[src/rtl/reprogram_request.sv]
// Host-side register front end for FPGA multiboot: key-unlocked, delayed, one-shot
// reprogram pulse carrying a captured flash start address to the IPROG sequencer.
module reprogram_request #(
    parameter int unsigned DELAY_CYCLES = 1000,
    parameter logic [31:0] KEY          = 32'h52455047
) (
    input  logic        clk,
    input  logic        reset_n,
    input  logic        wr_en,
    input  logic [2:0]  wr_addr,
    input  logic [7:0]  wr_data,
    input  logic [2:0]  rd_addr,
    output logic [7:0]  rd_data,
    output logic        reprogram,
    output logic [31:0] address,
    output logic        busy
);

    localparam int unsigned CW = (DELAY_CYCLES == 0) ? 1 : $clog2(DELAY_CYCLES + 1);

    typedef enum logic [2:0] {
        S_IDLE,
        S_UNLOCKED,
        S_DELAY,
        S_FIRE,
        S_DONE
    } state_e;

    state_e        state_q, state_d;
    logic [1:0]    key_idx_q, key_idx_d;
    logic [31:0]   addr_reg_q, addr_reg_d;
    logic [31:0]   address_q, address_d;
    logic [CW-1:0] cnt_q, cnt_d;
    logic [7:0]    rd_data_q, rd_data_d;
    logic [7:0]    key_byte;
    logic          addr_wr_ok;

    always_ff @(posedge clk or negedge reset_n) begin
        if (!reset_n) begin
            state_q    <= S_IDLE;
            key_idx_q  <= '0;
            addr_reg_q <= '0;
            address_q  <= '0;
            cnt_q      <= '0;
            rd_data_q  <= '0;
        end else begin
            state_q    <= state_d;
            key_idx_q  <= key_idx_d;
            addr_reg_q <= addr_reg_d;
            address_q  <= address_d;
            cnt_q      <= cnt_d;
            rd_data_q  <= rd_data_d;
        end
    end

    // Key byte expected next; the key is presented MSB first.
    always_comb begin
        key_byte = KEY[31:24];
        unique case (key_idx_q)
            2'd0: key_byte = KEY[31:24];
            2'd1: key_byte = KEY[23:16];
            2'd2: key_byte = KEY[15:8];
            2'd3: key_byte = KEY[7:0];
        endcase
    end

    assign addr_wr_ok = wr_en && !wr_addr[2] && (state_q == S_IDLE || state_q == S_UNLOCKED);

    always_comb begin
        state_d    = state_q;
        key_idx_d  = key_idx_q;
        addr_reg_d = addr_reg_q;
        address_d  = address_q;
        cnt_d      = cnt_q;

        if (addr_wr_ok) begin
            unique case (wr_addr[1:0])
                2'd0: addr_reg_d[7:0]   = wr_data;
                2'd1: addr_reg_d[15:8]  = wr_data;
                2'd2: addr_reg_d[23:16] = wr_data;
                2'd3: addr_reg_d[31:24] = wr_data;
            endcase
        end

        unique case (state_q)
            S_IDLE: begin
                if (wr_en && wr_addr == 3'd4) begin
                    if (wr_data == key_byte) begin
                        if (key_idx_q == 2'd3) begin
                            state_d   = S_UNLOCKED;
                            key_idx_d = '0;
                        end else begin
                            key_idx_d = key_idx_q + 2'd1;
                        end
                    end else begin
                        // A mismatching byte may itself start a fresh sequence.
                        key_idx_d = (wr_data == KEY[31:24]) ? 2'd1 : 2'd0;
                    end
                end else if (wr_en && wr_addr == 3'd5) begin
                    key_idx_d = '0;
                end
            end
            S_UNLOCKED: begin
                if (wr_en && wr_addr == 3'd5) begin
                    if (wr_data[0]) begin
                        state_d   = S_DELAY;
                        address_d = addr_reg_q;
                        cnt_d     = CW'(DELAY_CYCLES);
                    end else begin
                        state_d   = S_IDLE;
                        key_idx_d = '0;
                    end
                end else if (wr_en && wr_addr == 3'd4) begin
                    state_d   = S_IDLE;
                    key_idx_d = '0;
                end
            end
            S_DELAY: begin
                if (cnt_q == '0) begin
                    state_d = S_FIRE;
                end else begin
                    cnt_d = cnt_q - 1'b1;
                end
            end
            S_FIRE:  state_d = S_DONE;
            S_DONE:  state_d = S_DONE;
            default: state_d = S_IDLE;
        endcase
    end

    always_comb begin
        rd_data_d = '0;
        unique case (rd_addr)
            3'd0: rd_data_d = addr_reg_q[7:0];
            3'd1: rd_data_d = addr_reg_q[15:8];
            3'd2: rd_data_d = addr_reg_q[23:16];
            3'd3: rd_data_d = addr_reg_q[31:24];
            3'd5: rd_data_d = {5'b0, state_q == S_DONE, busy, state_q == S_UNLOCKED};
            default: rd_data_d = '0;
        endcase
    end

    assign rd_data   = rd_data_q;
    assign reprogram = (state_q == S_FIRE);
    assign address   = address_q;
    assign busy      = (state_q == S_DELAY) || (state_q == S_FIRE) || (state_q == S_DONE);

endmodule

[config.mk]
export PLATFORM = sky130hd
export DESIGN_NAME = reprogram_request
export DESIGN_NICKNAME = d
export VERILOG_FILES = /design/src/rtl/reprogram_request.sv
export SDC_FILE = /design/constraint.sdc
export NUM_CORES = 1
export LEC_CHECK = 0
export BUFFER_PORTS_ARGS = -buffer_cell sky130_fd_sc_hd__buf_2
export CORE_MARGIN = 3
export CORE_UTILIZATION = 35
export DETAILED_ROUTE_END_ITERATION = 7
export GPL_TIMING_DRIVEN = 1
export PLACE_DENSITY = 0.57
export SYNTH_ARGS = -nofsm -noshare
export SYNTH_HDL_FRONTEND = slang
export SYNTH_SLANG_ARGS = --single-unit
export TNS_END_PERCENT = 5
[constraint.sdc]
create_clock -name clk -period 2.2 [get_ports clk]
set_input_delay 0.44 -clock clk [delete_from_list [all_inputs] [get_ports clk]]
set_output_delay 0.44 -clock clk [all_outputs]
set_load 0.02 [all_outputs]
==> results_dict.tcl <==
set metrics [dict create \
    status "finished clean" \
    rr_endpoint "key_idx_q[1]" \
    via_count 2856 \
    crit_type "reg2reg" \
    ys_seq_area_frac 0.566 \
    area_growth_pct 20.2 \
    power_mw 2.89 \
    grt_usage 0.155 \
    cts_setup_buffers 0 \
    drc_errors 0 \
    drv_slew 0 \
    gr-total-overflow 0 \
    rr_worst_depth 5 \
    switching_share 0.234 \
    numCtsBuffers 9 \
    fillers 991 \
    power.internal_mw 2.21 \
    die_w_um 111 \
    first_pass_iters 4 \
    fin_skew_ps 11.8 \
    crit_required_ps 2470 \
    start_util 0.366 \
    dp_hpwl_um 6410 \
    drive_gt1_frac 0.325 \
    place_area_sq_um 4410 \
    final_common_cell "nand2_1" \
    dieArea_sq_um 12300 \
    grt_pass1_wl_um 15100 \
    fin_crit_sh 0.944 \
    port_buffers 58 \
    synthCells 345 \
    rsz0062_at_grt "no" \
    path_clk_slew_ps 90 \
    crit_path_max_fanout 5 \
    period_minus_slack_ps 2080 \
    postRouteAntennaNets 0 \
    utilization 0.440 \
    clockPowerShare 0.398 \
    worstPathArrival_ps 2350 \
    io_pins 59 \
    slew_headroom 0.640 \
    synth_ff_type "dfrtp_1" \
    fin_nets 440 \
    grt_pass1_vias 2887 \
    switchingPower_mw 0.677 \
    finalHoldViolCount 0 \
    avgRoutedWirePerCell_um 16.0 \
    synth.avg_cell_area_sq_um 11.2 \
    rrSetupSlack_ps 120 \
    grt_max_degree 42 \
    syn_nets 368 \
    drv_cap 0 \
    fin_setup_tns_ps 0 \
    cts_tree "done" \
    tightest_slew_ps 526 \
    num_antenna_cells 0 \
    min_path_type "in2async" \
    syn_area_sq_um 3850 \
    core_sq_um 10500 \
    p_seq_frac 0.560 \
    worst_setup_path_end_kind "flop" \
    power_density_nw_per_um2 625 \
    cts_max_level 3 \
    power.leakage_nw 2.37 \
    worstSkewPairLatency_ps 370 \
    row_count 37 \
    timing.fmax_ghz 0.481 \
    cts-root-buf "clkbuf_8" \
    cp-start-kind "flop" \
    place.gp.congestion 0.788 \
    first_iter_violations 145 \
    most-common-layout-cells "nand2_1 (107), dfrtp_1 (87), buf_2 (57)" \
    worstSetupEndpoint "key_idx_q[1]" \
    ys_types 41 \
    finalSetupViolCount 0 \
    clock-sinks 87 \
    synth_seq_cells 87 \
    ir_drop_uv 271 \
    fp.dieH_um 111 \
    startpoint "key_idx_q[0]" \
    stdcell_area_sq_um 4630 \
    synth_edf_count 0 \
    finalWirelength_um 8940 \
    via_per_inst 5.12 \
    yosys_warnings 0 \
    async_flop_share 1.00 \
    antenna_found_initial 0 \
    r2r_start "key_idx_q[0]" \
    clockBufferDepth 2 \
    power_frac_comb 0.042 \
]
-- layout make-up --
type,instances,area [sq um],share of cell area
Clock buffer,10,138,0.0297
Timing Repair Buffer,75,445,0.0963
Clock inverter,6,66.3,0.0143
Inverter,10,37.5,0.00811
Sequential cell,87,2180,0.471
Multi-Input combinational cell,234,1590,0.344
Tap cell,136,170,0.0368
-- stage by stage --
stage,hold WS (ps),setup slack [ps],instances
floorplan,144,237,345
global placement,455,164,542
detailed placement,456,26.2,542
CTS,59.1,1.98,558
global route,68.2,1.94,558
finish,46.2,123,558
-- what timing repair did --
item                       in CTS  in global routing
resized for setup               0                  2
hold buffers                    0                  0
setup endpoints to repair       0                  3
-- how the worst min path moves through the flow --
stage	slack, ps	from	endpoint
2_1_floorplan	140	reset_n	addr_reg_q[0]
3_3_place_gp	450	reset_n	cnt_q[7]
3_5_place_dp	460	reset_n	cnt_q[7]
4_1_cts	60	reset_n	cnt_q[6]
5_1_grt	70	reset_n	cnt_q[6]
6_report	50	reset_n	cnt_q[6]
-- kinds of logic after synthesis --
logic type | count (synthesis) | share of synthesized area
AND/OR/NAND/NOR | 162 | 0.198
multiplexers | 44 | 0.151
flip-flops | 87 | 0.566
buffers and inverters | 24 | 0.0257
AO/OA/AOI/OAI | 20 | 0.0361
XOR/XNOR | 2 | 0.00455
adder cells (fa/ha/maj) | 6 | 0.0195
-- layer usage --
metal | track usage | wire, um | share of wire | vias to the layer above
li1 | - | - | - | 1329
met1 | 0.211 | 4100 | 0.46 | 1447
met2 | 0.236 | 4250 | 0.48 | 69
met3 | 0.0328 | 379 | 0.042 | 11
met4 | 0.0739 | 207 | 0.023 | 0
met5 | 0 | 0 | 0 | -
-- Yosys cell counts, types with 2 or more instances --
master | instances | area share
o211ai_1 | 2 | 0.0039
nor2b_1 | 6 | 0.0098
o31ai_1 | 4 | 0.0078
clkbuf_1 | 12 | 0.012
or2_2 | 2 | 0.0033
nor4_1 | 4 | 0.0065
xnor2_1 | 2 | 0.0046
nand3_1 | 8 | 0.010
mux2i_1 | 4 | 0.010
ha_1 | 6 | 0.020
nand2b_1 | 2 | 0.0033
inv_1 | 10 | 0.0098
o21ai_0 | 3 | 0.0039
a21oi_1 | 2 | 0.0026
nand3b_1 | 3 | 0.0059
nand2_1 | 107 | 0.10
nor2_1 | 8 | 0.0078
or4_1 | 4 | 0.0078
dfrtp_1 | 87 | 0.57
or3b_1 | 2 | 0.0046
mux2_2 | 32 | 0.094
mux4_2 | 8 | 0.047
o22ai_1 | 3 | 0.0049
or3_1 | 7 | 0.011
-- critical path: stages, from the launching register on --
cell and delay [ps]:
dfrtp_1 440, ha_1 270, or4_1 530, a221oi_2 330, nand3_1 160, o31ai_2 250
-- power groups by stage --
stage	clock network, mW	registers [mW]	logic (mW)
3_3_place_gp	0	1.65	0.122
6_report	1.15	1.62	0.121
3_5_place_dp	0	1.65	0.124
5_1_grt	1.28	1.62	0.136
4_1_cts	1.19	1.62	0.124
2_1_floorplan	0	1.65	0.0395
-- flip-flops by register name, indices dropped and copies added, names as in the netlist --
register and count:
address 32, addr_reg_q 32, cnt_q 10, key_idx_q 2
state_q 3, rd_data 8
(Power assumes the default switching activity.)
